[src/rtl/alu4_regfile_seq.sv]
// Operand/writeback sequencer for the 4-bit ALU: four-entry register file,
// {C,R,Z,V} flags, valid/ready command port. Optional macro: ALU4_SEQ_OPCOUNT_EN.
module alu4_regfile_seq #(
    parameter int         NREGS     = 4,
    parameter logic [3:0] RST_FLAGS = 4'b0000
) (
    input  logic       clk,
    input  logic       rst_n,
    input  logic       cmd_valid,
    output logic       cmd_ready,
    input  logic [9:0] cmd,
    output logic [3:0] alu_a,
    output logic [3:0] alu_b,
    output logic [3:0] alu_op,
    output logic       alu_math_cin,
    output logic       alu_rot_cin,
    input  logic [3:0] alu_result,
    input  logic       alu_math_cout,
    input  logic       alu_rot_cout,
    input  logic       alu_zero,
    input  logic       alu_ovf,
    output logic [3:0] rd_data,
    output logic       rd_valid,
    output logic [3:0] flags,
    output logic [7:0] op_count
);

    typedef enum logic {
        IDLE = 1'b0,
        EXEC = 1'b1
    } state_t;

    state_t     state_q, state_d;
    logic [3:0] regs_q [NREGS];
    logic [3:0] flags_q;
    logic [3:0] alu_a_q, alu_b_q, alu_op_q;
    logic [3:0] rd_data_q;
    logic       rd_valid_q;
    logic [1:0] dst_q;

    logic [1:0] kind;
    logic [3:0] imm;
    logic [1:0] ra, rb;
    logic       accept;

    assign kind   = cmd[9:8];
    assign imm    = cmd[7:4];
    assign ra     = cmd[3:2];
    assign rb     = cmd[1:0];

    assign cmd_ready = (state_q == IDLE) && rst_n;
    assign accept    = cmd_valid && cmd_ready;

    // State register
    always_ff @(posedge clk or negedge rst_n) begin
        if (!rst_n) state_q <= IDLE;
        else        state_q <= state_d;
    end

    // Next state: only an accepted ALU op leaves IDLE, EXEC always returns
    always_comb begin
        state_d = state_q;
        unique case (state_q)
            IDLE: if (accept && kind == 2'b00) state_d = EXEC;
            EXEC: state_d = IDLE;
            default: state_d = IDLE;
        endcase
    end

    // Register file, flags, ALU operand latches and read port
    always_ff @(posedge clk or negedge rst_n) begin
        if (!rst_n) begin
            for (int i = 0; i < NREGS; i++) regs_q[i] <= 4'h0;
            flags_q    <= RST_FLAGS;
            alu_a_q    <= 4'h0;
            alu_b_q    <= 4'h0;
            alu_op_q   <= 4'h0;
            rd_data_q  <= 4'h0;
            rd_valid_q <= 1'b0;
            dst_q      <= 2'b00;
        end else begin
            rd_valid_q <= 1'b0;
            if (state_q == EXEC) begin
                regs_q[dst_q] <= alu_result;
                flags_q <= {alu_math_cout, alu_rot_cout,
                            alu_zero, alu_ovf};
            end else if (accept) begin
                unique case (kind)
                    2'b00: begin
                        alu_a_q  <= regs_q[ra];
                        alu_b_q  <= regs_q[rb];
                        alu_op_q <= imm;
                        dst_q    <= ra;
                    end
                    2'b01: regs_q[ra] <= imm;
                    2'b10: begin
                        rd_data_q  <= regs_q[ra];
                        rd_valid_q <= 1'b1;
                    end
                    2'b11: flags_q <= 4'b0000;
                    default: ;
                endcase
            end
        end
    end

`ifdef ALU4_SEQ_OPCOUNT_EN
    logic [7:0] cnt_q, cnt_d;

    // Saturating writeback counter, cleared by a clear-flags command
    always_comb begin
        cnt_d = cnt_q;
        if (state_q == EXEC) begin
            if (cnt_q != 8'hFF) cnt_d = cnt_q + 8'd1;
        end else if (accept && kind == 2'b11) begin
            cnt_d = 8'h00;
        end
    end

    // Counter register
    always_ff @(posedge clk or negedge rst_n) begin
        if (!rst_n) cnt_q <= 8'h00;
        else        cnt_q <= cnt_d;
    end

    assign op_count = cnt_q;
`else
    assign op_count = 8'h00;
`endif

    assign alu_a        = alu_a_q;
    assign alu_b        = alu_b_q;
    assign alu_op       = alu_op_q;
    assign alu_math_cin = flags_q[3];
    assign alu_rot_cin  = flags_q[2];
    assign rd_data      = rd_data_q;
    assign rd_valid     = rd_valid_q;
    assign flags        = flags_q;

endmodule

[config.mk]
export PLATFORM = sky130hd
export DESIGN_NAME = alu4_regfile_seq
export DESIGN_NICKNAME = d
export VERILOG_FILES = /design/src/rtl/alu4_regfile_seq.sv
export SDC_FILE = /design/constraint.sdc
export NUM_CORES = 1
export LEC_CHECK = 0
export BUFFER_PORTS_ARGS = -buffer_cell sky130_fd_sc_hd__buf_2
export CAP_MARGIN = 15
export CORE_UTILIZATION = 57
export CTS_CLUSTER_DIAMETER = 40
export DETAILED_ROUTE_END_ITERATION = 8
export PLACE_DENSITY = 0.93
export SYNTH_ARGS = -nofsm -noshare
export SYNTH_HDL_FRONTEND = slang
export SYNTH_SLANG_ARGS = --single-unit
export TNS_END_PERCENT = 1
[constraint.sdc]
create_clock -name clk -period 2.6 [get_ports clk]
set_input_delay 0 -clock clk [delete_from_list [all_inputs] [get_ports clk]]
set_output_delay 0 -clock clk [all_outputs]
set_load 0.01 [all_outputs]
Word-level counts from Yosys, hierarchy flattened

Index checks and enable logic that the tools add are counted.

Register bits: 40
Latch bits: 0
Bits in writable memories: 0
ROM bits: 0
Input bits: 21
Output and inout port bits: 32
Logic and storage cells: 60
Memories kept: 0

$add $sub $neg: 0
$mul: 0
Divide/modulo/power cells: 0
Magnitude comparators: 5
Eq/ne operators: 3
Shift operators: 0
Multiplexer cells: 23
Bitwise gates (word level): 4
Reduce and logical (&&, ||, !) cells: 13

Operator list:

| cell                 | number |
|---|---|
| $mux W16             | 3 |
| $mux W4              | 9 |
| $bwmux W16           | 2 |
| $bmux W4 S2          | 2 |
| $demux W4 S2         | 2 |
| $ge A3 B3 Y1 const B | 3 |
| $not A2 Y3           | 3 |
| $lt A3 B1 Y1 const B | 2 |
| $reduce_and A3 Y1    | 2 |
| $reduce_bool A2 Y1   | 3 |
| $logic_and A1 B1 Y1  | 5 |
| $eq A2 B2 Y1 const B | 2 |
| $mux W1              | 4 |
| $reduce_and A2 Y1    | 2 |
| $eq A2 B1 Y1 const B | 1 |
| $logic_not A2 Y1     | 1 |
| $pmux W1 S2          | 1 |
| $not A1 Y1           | 1 |

Logic depth before layout (Yosys ltp)

Gate-level depths: netlist of run 1.

Depth in word-level cells: 9
Depth in mapped cells: 5
Mapped depth without buffers: 3

Worst setup path before layout of run 1

No wires, ideal clock.

Path kind: register -> register
Start: register state_q
End: register alu_op_q[3], in the netlist alu_op[3]
Setup time: 125 ps
Arrival: 1,506 ps
Required time: 2,475 ps
Path slack: 969 ps
Stages on the path, launching flop included: 6
Path buffers: 2
Period minus slack after synthesis: 1,631 ps
Cells stage by stage: dfrtp_1 > nor4bb_1 > nor2b_1 > buf_2 > buf_2 > mux2_2

Word-level cells in the longest chain between the ends: 4

RTL lines:

| what                            | line | source |
|---|---|---|
| start: declaration              | 33   | `state_t state_q, state_d;` |
| start signal: assignment        | 57   | `else state_q <= state_d;` |
| $not A1 Y1 (no line) (*)        | --   |  |
| $logic_and A1 B1 Y1             | 51   | `assign cmd_ready = (state_q == IDLE) && rst_n;` |
| $logic_and A1 B1 Y1             | 52   | `assign accept = cmd_valid && cmd_ready;` |
| $reduce_and A3 Y1 (no line) (*) | --   |  |
| end signal: assignment          | 92   | `alu_op_q <= imm;` |
| end: declaration                | 36   | `logic [3:0] alu_a_q, alu_b_q, alu_op_q;` |

Mark *: on every way between the ends. The rest lies on a longest branch, timed or not.
A chain may end at the register's enable or synchronous reset.

Worst setup path in the final report of run 1

Start: register state_q
End: register regs_q[15] (netlist name)

Word-level cells in the longest chain between the ends: 5
Elaborated cells between the ends (all ways): 7
Classes of those cells: mux: 1; bitwise: 1; reduce/logical: 5

RTL lines:

| what                           | line | source |
|---|---|---|
| $not A1 Y1 (no line)           | --   |  |
| $logic_and A1 B1 Y1            | 51   |  |
| $logic_and A1 B1 Y1            | 52   |  |
| $reduce_bool A2 Y1 (no line)   | --   |  |
| $reduce_and A2 Y1 (no line)    | --   |  |
| end signal: indexed assignment | 84   | `regs_q[dst_q] <= alu_result;` |
| end signal: indexed assignment | 95   | `2'b01: regs_q[ra] <= imm;` |
| end: declaration               | 34   | `logic [3:0] regs_q [NREGS];` |

Several ways; a longest one is shown, not always the timed one.

==> impl_metrics.ini, run 1 <==
[placement]
place.gp.congestion = 0.927
detailed_place_hpwl_um = 3810
port_buffers = 44
placed_cell_area_um2 = 2310

[route]
number_of_vias_after_detailed_routing = 1720
drcViolationCount = 0
length_of_the_first_detailed_routing_pass_in_iterations = 5
final_antenna_net_count = 0
dr.first_iter.drc_count = 132
per_cell_via_count_in_the_routed_design = 6.62
drt-total-wl_um = 5340
avgRoutedWirePerCell_um = 20.5

[floorplanning]
design.die.area_um2 = 3960
coreArea_um2 = 3440
num_rows = 21
die-height_um = 62.9
num_io_pins = 53
initial_core_util = 0.615
die_x_um = 62.9

[job]
max-cap-violations = 0

[yosys]
synth_area_per_cell_um2 = 12.6
synthFlopType = sky130_fd_sc_hd__dfrtp_1
cell_area_synth_um2 = 2120
ys_types = 27
synth_seq_cells = 40
synth_async_sr_flop_share = 1.00
count_of_flip_flops_with_a_built_in_enable_after_synthesis = 0
syn-instance-count = 168
synth_seq_area_share = 0.473
synth-warning-count = 0

[cts]
tritoncts_sink_count = 40
clk-insertion-delay-late_ns = 0.30
cts-resized-gates = 0
cts_buffer_depth = 2
cts_inserted_buffers = 5
path_clk_slew_ns = 0.08
htree_levels = 2
clock_tree_from_tritoncts = yes
cts_root_buffer = sky130_fd_sc_hd__clkbuf_8

[timing]
relSlewSlack = 0.476
rsz_0062_raised_after_global_routing = false
setup_tns_ns = 0
clock_skew_ns = 0.00707
max_slew.worst_pin.slew_ns = 0.783
fmax_mhz = 497
final-hold-violation-count = 0
post-route-min-period_ns = 2.01
post-route-period-util = 0.774
finalMaxSlewViolations = 0
timing.final.setup_violations = 0

[power]
power-per-cell-area_nw_per_um2 = 868
vdd_ir_drop_max_v = 0.000374
fin_total_pwr_uw = 2140
p_leak_uw = 0.00100

[global_routing]
grt_start_max_net_pins = 29
grt.total_usage = 0.293
grt.overflow.total = 0
grt_pass1_vias = 1675
initial_antenna_violation_count = 0
grt_first_pass_wirelength_um = 8700

[critical_path]
rr_startpoint = state_q
timing_worst_setup_path_type = flip-flop to flip-flop
worst-r2r-cell-count = 3
critical_path.startpoint_type = flip-flop
reg2reg_setup_slack_ns = 0.59
critical_path.endpoint_type = flip-flop
worst_ep_arrival_time_ns = 2.15
worstPathRequired_ns = 2.74
rr_endpoint = regs_q[15]
critical_path_peak_fanout = 12

[cells_and_area]
n_antenna_cell = 0
number_of_nets_in_the_layout = 234
final_cell_area_um2 = 2470
most_frequent_cells_in_the_layout = sky130_fd_sc_hd__buf_2 (44), sky130_fd_sc_hd__dfrtp_1 (40), sky130_fd_sc_hd__mux2_2 (18)
layout_commonest_cell = sky130_fd_sc_hd__buf_2
layout-drive-gt1-share = 0.383
synthToLayoutAreaGrowth_pct = 16.7

[outcome]
run_status = finished clean

[worst_hold_path]
hp-start = cmd[4]
hold_end = alu_op[0]
number_of_cells_on_the_worst_hold_path = 2
min-delay-path-class = input pin to flip-flop
[kinds of logic after synthesis]
group / after synthesis / synth area share
simple gates: 29 / 0.0887
mux: 26 / 0.188
other cells: 1 / 0.00177
flops: 40 / 0.473
buf+inv: 23 / 0.0668
compound gates: 49 / 0.182
[power breakdown]
group          switching (uW)  internal [uW]
Clock                     218            285
Combinational             311            339
Sequential                157            834
[per-layer routing]
| layer | up-vias | wire (um) | track usage |
|---|---|---|---|
| met4 | 0 | 185 | 0.125 |
| met1 | 828 | 2100 | 0.403 |
| met3 | 27 | 482 | 0.0474 |
| met5 | - | 0 | 0 |
| met2 | 120 | 2570 | 0.458 |
| li1 | 745 | - | - |
[worst max-delay path, cell delays in order, from the launching register on]
cell and delay (ns):
sky130_fd_sc_hd__dfrtp_1 0.52, sky130_fd_sc_hd__or4b_4 0.65, sky130_fd_sc_hd__a2111oi_0 0.56, sky130_fd_sc_hd__a221oi_1 0.12
[through the flow]
| step | setup WS, ns | cells | utilization | hold slack, ns |
|---|---|---|---|---|
| 6_report | 0.589 | 260 | 0.718 | 0.0112 |
| 5_1_grt | 0.540 | 260 | 0.718 | 0.00566 |
| 4_1_cts | 0.647 | 260 | 0.718 | 0.00152 |
| 3_5_place_dp | 0.671 | 247 | 0.672 | -0.0624 |
| 3_3_place_gp | 0.790 | 247 | 0.672 | -0.0669 |
| 2_1_floorplan | 0.969 | 175 | - | -0.296 |
[repair_timing]
item                                    in CTS  in global routing
buffers inserted                             0                  0
endpoints found under the setup margin       0                  0
hold buffers                                 5                  0
hold endpoints to repair                    16                  0
[synthesized netlist by cell type (2+ instances only)]
cell type | instances | area [um2]
sky130_fd_sc_hd__a2111oi_0 | 16 | 140
sky130_fd_sc_hd__a21oi_1 | 12 | 60.1
sky130_fd_sc_hd__a221oi_1 | 16 | 140
sky130_fd_sc_hd__a22o_1 | 4 | 35.0
sky130_fd_sc_hd__and2_1 | 5 | 31.3
sky130_fd_sc_hd__buf_2 | 2 | 10.0
sky130_fd_sc_hd__buf_4 | 10 | 75.1
sky130_fd_sc_hd__buf_6 | 2 | 22.5
sky130_fd_sc_hd__clkbuf_1 | 8 | 30.0
sky130_fd_sc_hd__dfrtp_1 | 40 | 1000
sky130_fd_sc_hd__mux2_2 | 18 | 203
sky130_fd_sc_hd__mux4_1 | 4 | 105
sky130_fd_sc_hd__mux4_2 | 4 | 90.1
sky130_fd_sc_hd__nor2_1 | 5 | 18.8
sky130_fd_sc_hd__nor2b_1 | 8 | 50.1
sky130_fd_sc_hd__or2_2 | 2 | 12.5
sky130_fd_sc_hd__or2_4 | 2 | 17.5
[flip-flops by register name, indices dropped and copies added (netlist names)]
name,count
alu_a,4
rd_data,4
state_q,1
flags,4
regs_q,16
rd_valid,1
alu_b,4
dst_q,2
alu_op,4
[how the worst max path moves through the flow]
stage,from,to,slack (ns),depth (start not counted)
floorplan,state_q,alu_op[3],0.97,5
global placement,state_q,regs_q[15],0.79,3
detailed placement,state_q,regs_q[15],0.67,3
CTS,state_q,regs_q[15],0.65,3
global route,rst_n,alu_b[2],0.54,6
finish,state_q,regs_q[15],0.59,3
[final cells by class]
type | count | area (um2)
clock buffer | 6 | 72.6
clock inverter | 2 | 35.0
fill | 233 | 972
inverter | 1 | 3.75
multi-input combinational | 112 | 1000
sequential | 40 | 1000
tap | 46 | 57.6
timing repair buffer | 53 | 300
Note: power is estimated with default switching activity, not from simulation.
==> inputs of run 2 (changes only) <==
- CORE_UTILIZATION: 57 -> 48
- PLACE_DENSITY: 0.93 -> 0.84
- clock period: 2.6 -> 1.8 ns (I/O delays scaled with it)
==> impl_metrics.ini, run 2 (synthesis results as in run 1) <==
[timing]
setup_tns_ns = 0
worst_slack_ns = 0.0687
post-route-period-util = 0.962
final-hold-violation-count = 0
post-route-min-period_ns = 1.73
fmax_mhz = 578
finalMaxSlewViolations = 0
clock_skew_ns = 0.0117
timing.final.setup_violations = 0

[worst_hold_path]
hp-start = cmd[7]
hold_end = alu_op[3]
min-delay-path-class = input pin to flip-flop
number_of_cells_on_the_worst_hold_path = 2

[global_routing]
grt_first_pass_wirelength_um = 7760
initial_antenna_violation_count = 0
grt.total_usage = 0.231
grt.overflow.total = 0
grt_start_max_net_pins = 36
grt_pass1_vias = 1571

[power]
intPower_uw = 2210
p_leak_uw = 0.00105
pwr-share-comb = 0.296
share_of_total_power_in_sequential_cells = 0.451
vdd_ir_drop_max_v = 0.000503
swShare = 0.300
net-switching-power_uw = 945
power.share.clock = 0.253
power-per-cell-area_nw_per_um2 = 1230

[cts]
total_setup_buffers_inserted_after_cts = 0
cts_buffer_depth = 2
htree_levels = 2
clk-insertion-delay-late_ns = 0.30
cts_inserted_buffers = 5
clock_tree_from_tritoncts = yes
cts_root_buffer = sky130_fd_sc_hd__clkbuf_8
path_clk_slew_ns = 0.08
tritoncts_sink_count = 40

[placement]
port_buffers = 44
place.gp.congestion = 0.938
place_inst = 255
pre_cts_slack_ns = 0.0796
detailed_place_hpwl_um = 3510

[floorplanning]
num_io_pins = 53
coreArea_um2 = 4120
initial_core_util = 0.514
design.die.area_um2 = 4680
num_rows = 23
die_x_um = 68.4
die-height_um = 68.4

[cells_and_area]
n_fill_cell = 308
largest-register = regs_q
largest_reg_flops = 16
layout_commonest_cell = sky130_fd_sc_hd__buf_2
fin_cells = 271
n_antenna_cell = 0
synthToLayoutAreaGrowth_pct = 21.5
most_frequent_cells_in_the_layout = sky130_fd_sc_hd__buf_2 (44), sky130_fd_sc_hd__dfrtp_1 (40), sky130_fd_sc_hd__mux2_2 (18)
final-seq-area_um2 = 1000
multiInputGateArea_um2 = 1010
number_of_nets_in_the_layout = 241
layout-drive-gt1-share = 0.407

[route]
wirelength_met1_um = 2170
number_of_vias_after_detailed_routing = 1663
drt-total-wl_um = 4820
drcViolationCount = 0
dr.first_iter.drc_count = 152
final_antenna_net_count = 0
highest-signal-layer = met4
avgRoutedWirePerCell_um = 17.8
per_cell_via_count_in_the_routed_design = 6.14
met3_length_um = 346
wl_met2_um = 2230
length_of_the_first_detailed_routing_pass_in_iterations = 4

[critical_path]
rr_startpoint = state_q
timing.critical_path.slowest_stage_cell = sky130_fd_sc_hd__or4b_4
critical_path.startpoint_type = flip-flop
rr_endpoint = regs_q[14]
critical_path.endpoint_type = flip-flop
critPathMaxStageDelay_ns = 0.60
worst_ep_arrival_time_ns = 1.92
timing_worst_setup_path_type = flip-flop to flip-flop
worst-r2r-cell-count = 3
critical_path_peak_fanout = 10
reg2reg_setup_slack_ns = 0.07
cp_cell_sequence = or4b_4 -> or2_4 -> a221oi_1
worstPathRequired_ns = 1.99

[outcome]
run_status = finished clean

[job]
max-cap-violations = 0
==> run 2: cell types whose count changed in the layout (fill, tap and decap cells not counted), sizes merged <==
cell,previous run,this run
clkinv,1,0
clkbuf,6,7
dlygate4sd3,5,8
buf,48,52
==> run 2: worst max-delay path, delay by kind of cell, from the launching register on <==
family          cells  cell delay [ns]
compound gates      1             0.30
simple gates        2             0.90
flops               1             0.43
==> run 2: power by group through the flow <==
| stage | combinational, uW | clock (uW) | sequential [uW] |
|---|---|---|---|
| after floorplan | 547 | 0 | 1450 |
| after global placement | 892 | 0 | 1410 |
| after detailed placement | 921 | 0 | 1430 |
| after CTS | 936 | 812 | 1410 |
| after global routing | 1040 | 839 | 1470 |
| final | 933 | 796 | 1420 |
==> run 2: final cells by class <==
type                    instances  share of cell area
inverters                       1             0.00146
repair buffers                 60               0.142
well taps                      50              0.0243
clock buffers                   7              0.0375
clock inverters                 1              0.0117
multi-input cells             112               0.394
flip-flops and latches         40               0.389
==> run 2: per-stage QoR <==
stage               hold slack, ns  total power (uW)  area (um2)  utilization
floorplan                   -0.296              2000        2140            -
global placement           -0.0633              2310        2350        0.570
detailed placement         -0.0651              2350        2350        0.570
CTS                         0.0173              3160        2550        0.621
global route                0.0321              3350        2570        0.625
finish                      0.0272              3150        2570        0.625
==> run 2: routing by layer <==
layer / global-route usage / vias up
met3: 0.0367 / 7
li1: - / 763
met4: 0.104 / 0
met1: 0.328 / 814
met2: 0.346 / 79
met5: 0 / -
==> run 2: timing repair <==
| item | CTS | global route |
|---|---|---|
| setup endpoints to repair | 0 | 16 |
| hold buffers | 8 | 0 |
| gates resized for setup | 0 | 4 |
| endpoints found under the hold margin | 47 | 0 |
==> run 2: worst max-delay path by stage <==
stage,endpoint,slack (ns),depth (start not counted),from
after CTS,alu_b[2],0.08,4,state_q
after global routing,regs_q[4],-0.002,3,state_q
after floorplan,alu_op[3],0.17,5,state_q
after global placement,regs_q[14],0.14,3,state_q
final,regs_q[14],0.07,3,state_q
after detailed placement,dst_q[1],0.08,4,state_q
==> inputs of run 3 (changes only) <==
- ABC_AREA: unset -> 1
- CORE_UTILIZATION: 48 -> 49
==> impl_metrics.ini, run 3 <==
[outcome]
run_status = finished clean

[cells_and_area]
largest-register = regs_q
largest_reg_flops = 16
fin_cells = 464
number_of_nets_in_the_layout = 417
n_fill_cell = 453
synthToLayoutAreaGrowth_pct = 16.9
layout-drive-gt1-share = 0.171
layout_commonest_cell = sky130_fd_sc_hd__nand2_1
n_antenna_cell = 0
final_core_utilization = 0.592
most_frequent_cells_in_the_layout = sky130_fd_sc_hd__nand2_1 (168), sky130_fd_sc_hd__nand3_1 (64), sky130_fd_sc_hd__buf_2 (44)

[global_routing]
grt_first_pass_wirelength_um = 9720
initial_antenna_violation_count = 0
grt.total_usage = 0.244
grt_pass1_vias = 2097
grt.overflow.total = 0
grt_start_max_net_pins = 34

[route]
dr.first_iter.drc_count = 188
number_of_vias_after_detailed_routing = 2362
final_antenna_net_count = 0
avgRoutedWirePerCell_um = 12.7
drcViolationCount = 0
per_cell_via_count_in_the_routed_design = 5.09
length_of_the_first_detailed_routing_pass_in_iterations = 5
drt-total-wl_um = 5920

[floorplanning]
die-height_um = 71.9
num_io_pins = 53
coreArea_um2 = 4720
num_rows = 25
initial_core_util = 0.507
die_x_um = 71.9
design.die.area_um2 = 5170

[yosys]
synth_seq_cells = 40
synth_async_sr_flop_share = 1.00
cell_area_synth_um2 = 2390
synth_top_area_share = 0.418
syn-instance-count = 347
synth_area_per_cell_um2 = 6.90
synth.largest_area_cell = sky130_fd_sc_hd__dfrtp_1
synthFlopType = sky130_fd_sc_hd__dfrtp_1
ys_types = 20
synth_common_cells = sky130_fd_sc_hd__nand2_1 (168), sky130_fd_sc_hd__nand3_1 (64), sky130_fd_sc_hd__dfrtp_1 (40), sky130_fd_sc_hd__inv_1 (18), sky130_fd_sc_hd__buf_4 (13)
count_of_flip_flops_with_a_built_in_enable_after_synthesis = 0
synthMostInstantiatedCell = sky130_fd_sc_hd__nand2_1
top_cells_by_area_in_the_synthesized_netlist = sky130_fd_sc_hd__dfrtp_1 (42%), sky130_fd_sc_hd__nand2_1 (26%), sky130_fd_sc_hd__nand3_1 (13%)
synth-warning-count = 0
synth_seq_area_share = 0.418

[cts]
cts_inserted_buffers = 5
cts_root_buffer = sky130_fd_sc_hd__clkbuf_8
cts-resized-gates = 0
tritoncts_sink_count = 40
path_clk_slew_ns = 0.08
htree_levels = 2
clk-insertion-delay-late_ns = 0.30
cts_buffer_depth = 2
clock_tree_from_tritoncts = yes

[critical_path]
critical_path.startpoint_type = input pin
worst-r2r-cell-count = 5
critical_path_peak_fanout = 18
critical-path-top-delay-family = buffers and inverters
rr_startpoint = state_q
critPathMaxStageDelay_ns = 0.53
cp_cell_sequence = dlygate4sd3_1 -> buf_2 -> nand3_4 -> nor2_8 -> inv_2 -> nand2_1 -> nand2_1
timing.critical_path.slowest_stage_cell = sky130_fd_sc_hd__dlygate4sd3_1
worstPathRequired_ns = 2.00
critical_path.endpoint_type = flip-flop
worst_ep_arrival_time_ns = 1.61
timing_worst_setup_path_type = input pin to flip-flop
crit_top_cell = sky130_fd_sc_hd__nand2_1
reg2reg_setup_slack_ns = 0.45
critPathBufInv = 3
rr_endpoint = regs_q[5]

[timing]
final-hold-violation-count = 0
post-route-min-period_ns = 1.41
hold-worst-slack_ns = 0.0598
fmax_mhz = 711
setup_tns_ns = 0
rsz_0062_raised_after_global_routing = false
finalMaxSlewViolations = 0
post-route-period-util = 0.781
timing.final.setup_violations = 0
clock_skew_ns = 0.0120

[placement]
place_inst = 447
place.gp.congestion = 0.989
port_buffers = 44
detailed_place_hpwl_um = 4230

[job]
max-cap-violations = 0

[worst_hold_path]
number_of_cells_on_the_worst_hold_path = 3
min-delay-path-class = input pin to flip-flop
hp-start = cmd[9]
hold_end = rd_valid

[power]
power-per-cell-area_nw_per_um2 = 852
vdd_ir_drop_max_v = 0.000333
p_leak_uw = 0.00164
fin_total_pwr_uw = 2380
-- run 3: worst max-delay path by stage --
stage | start | to | slack (ns) | cells after the start
after floorplan | state_q | alu_b[2] | 0.62 | 8
after global placement | state_q | regs_q[4] | 0.56 | 5
after detailed placement | state_q | regs_q[4] | 0.50 | 5
after CTS | rst_n | alu_op[3] | 0.39 | 7
after global routing | rst_n | alu_b[2] | 0.26 | 7
final | rst_n | alu_op[3] | 0.39 | 7
-- run 3: where the power goes --
group / switching, uW / leakage (uW) / internal [uW]
registers: 83.9 / 0.000535 / 1020
logic: 327 / 0.00105 / 189
clock network: 346 / 0.0000548 / 418
total: 757 / 0.00164 / 1630
-- run 3: metrics by stage --
stage / instance area, um2 / setup WS, ns
detailed placement: 2590 / 0.500
finish: 2800 / 0.394
floorplan: 2420 / 0.621
global route: 2800 / 0.265
global placement: 2590 / 0.555
CTS: 2800 / 0.393
-- run 3: logic make-up after synthesis --
family,count (synthesis),synth area share
other cells,1,0.00157
compound gates,9,0.0188
flops,40,0.418
simple gates,254,0.461
buf+inv,43,0.101
-- run 3: layout make-up --
class,count,area (um2),share of cell area
Multi-Input combinational cell,271,1180,0.421
Sequential cell,40,1000,0.358
Timing Repair Buffer,57,340,0.122
Tap cell,67,83.8,0.0300
Inverter,21,80.1,0.0286
Clock buffer,5,68.8,0.0246
Clock inverter,3,46.3,0.0165
-- run 3: worst reg2reg max path, stage by stage, from the launching register on --
cell and delay [ns]:
sky130_fd_sc_hd__dfrtp_1 0.39, sky130_fd_sc_hd__buf_4 0.21, sky130_fd_sc_hd__a21oi_1 0.10, sky130_fd_sc_hd__nor2_4 0.33, sky130_fd_sc_hd__nand3_1 0.17, sky130_fd_sc_hd__nand2_1 0.09
-- run 3: metal layers --
layer	vias up	wire length [um]	GRT usage
li1	1177	-	-
met1	1063	2510	0.318
met2	104	2870	0.406
met3	18	409	0.0403
met4	0	125	0.100
met5	-	0	0
-- run 3: repair_timing --
action | CTS | global route
hold buffers | 9 | 0
setup buffers | 0 | 0
endpoints found under the hold margin | 15 | 0
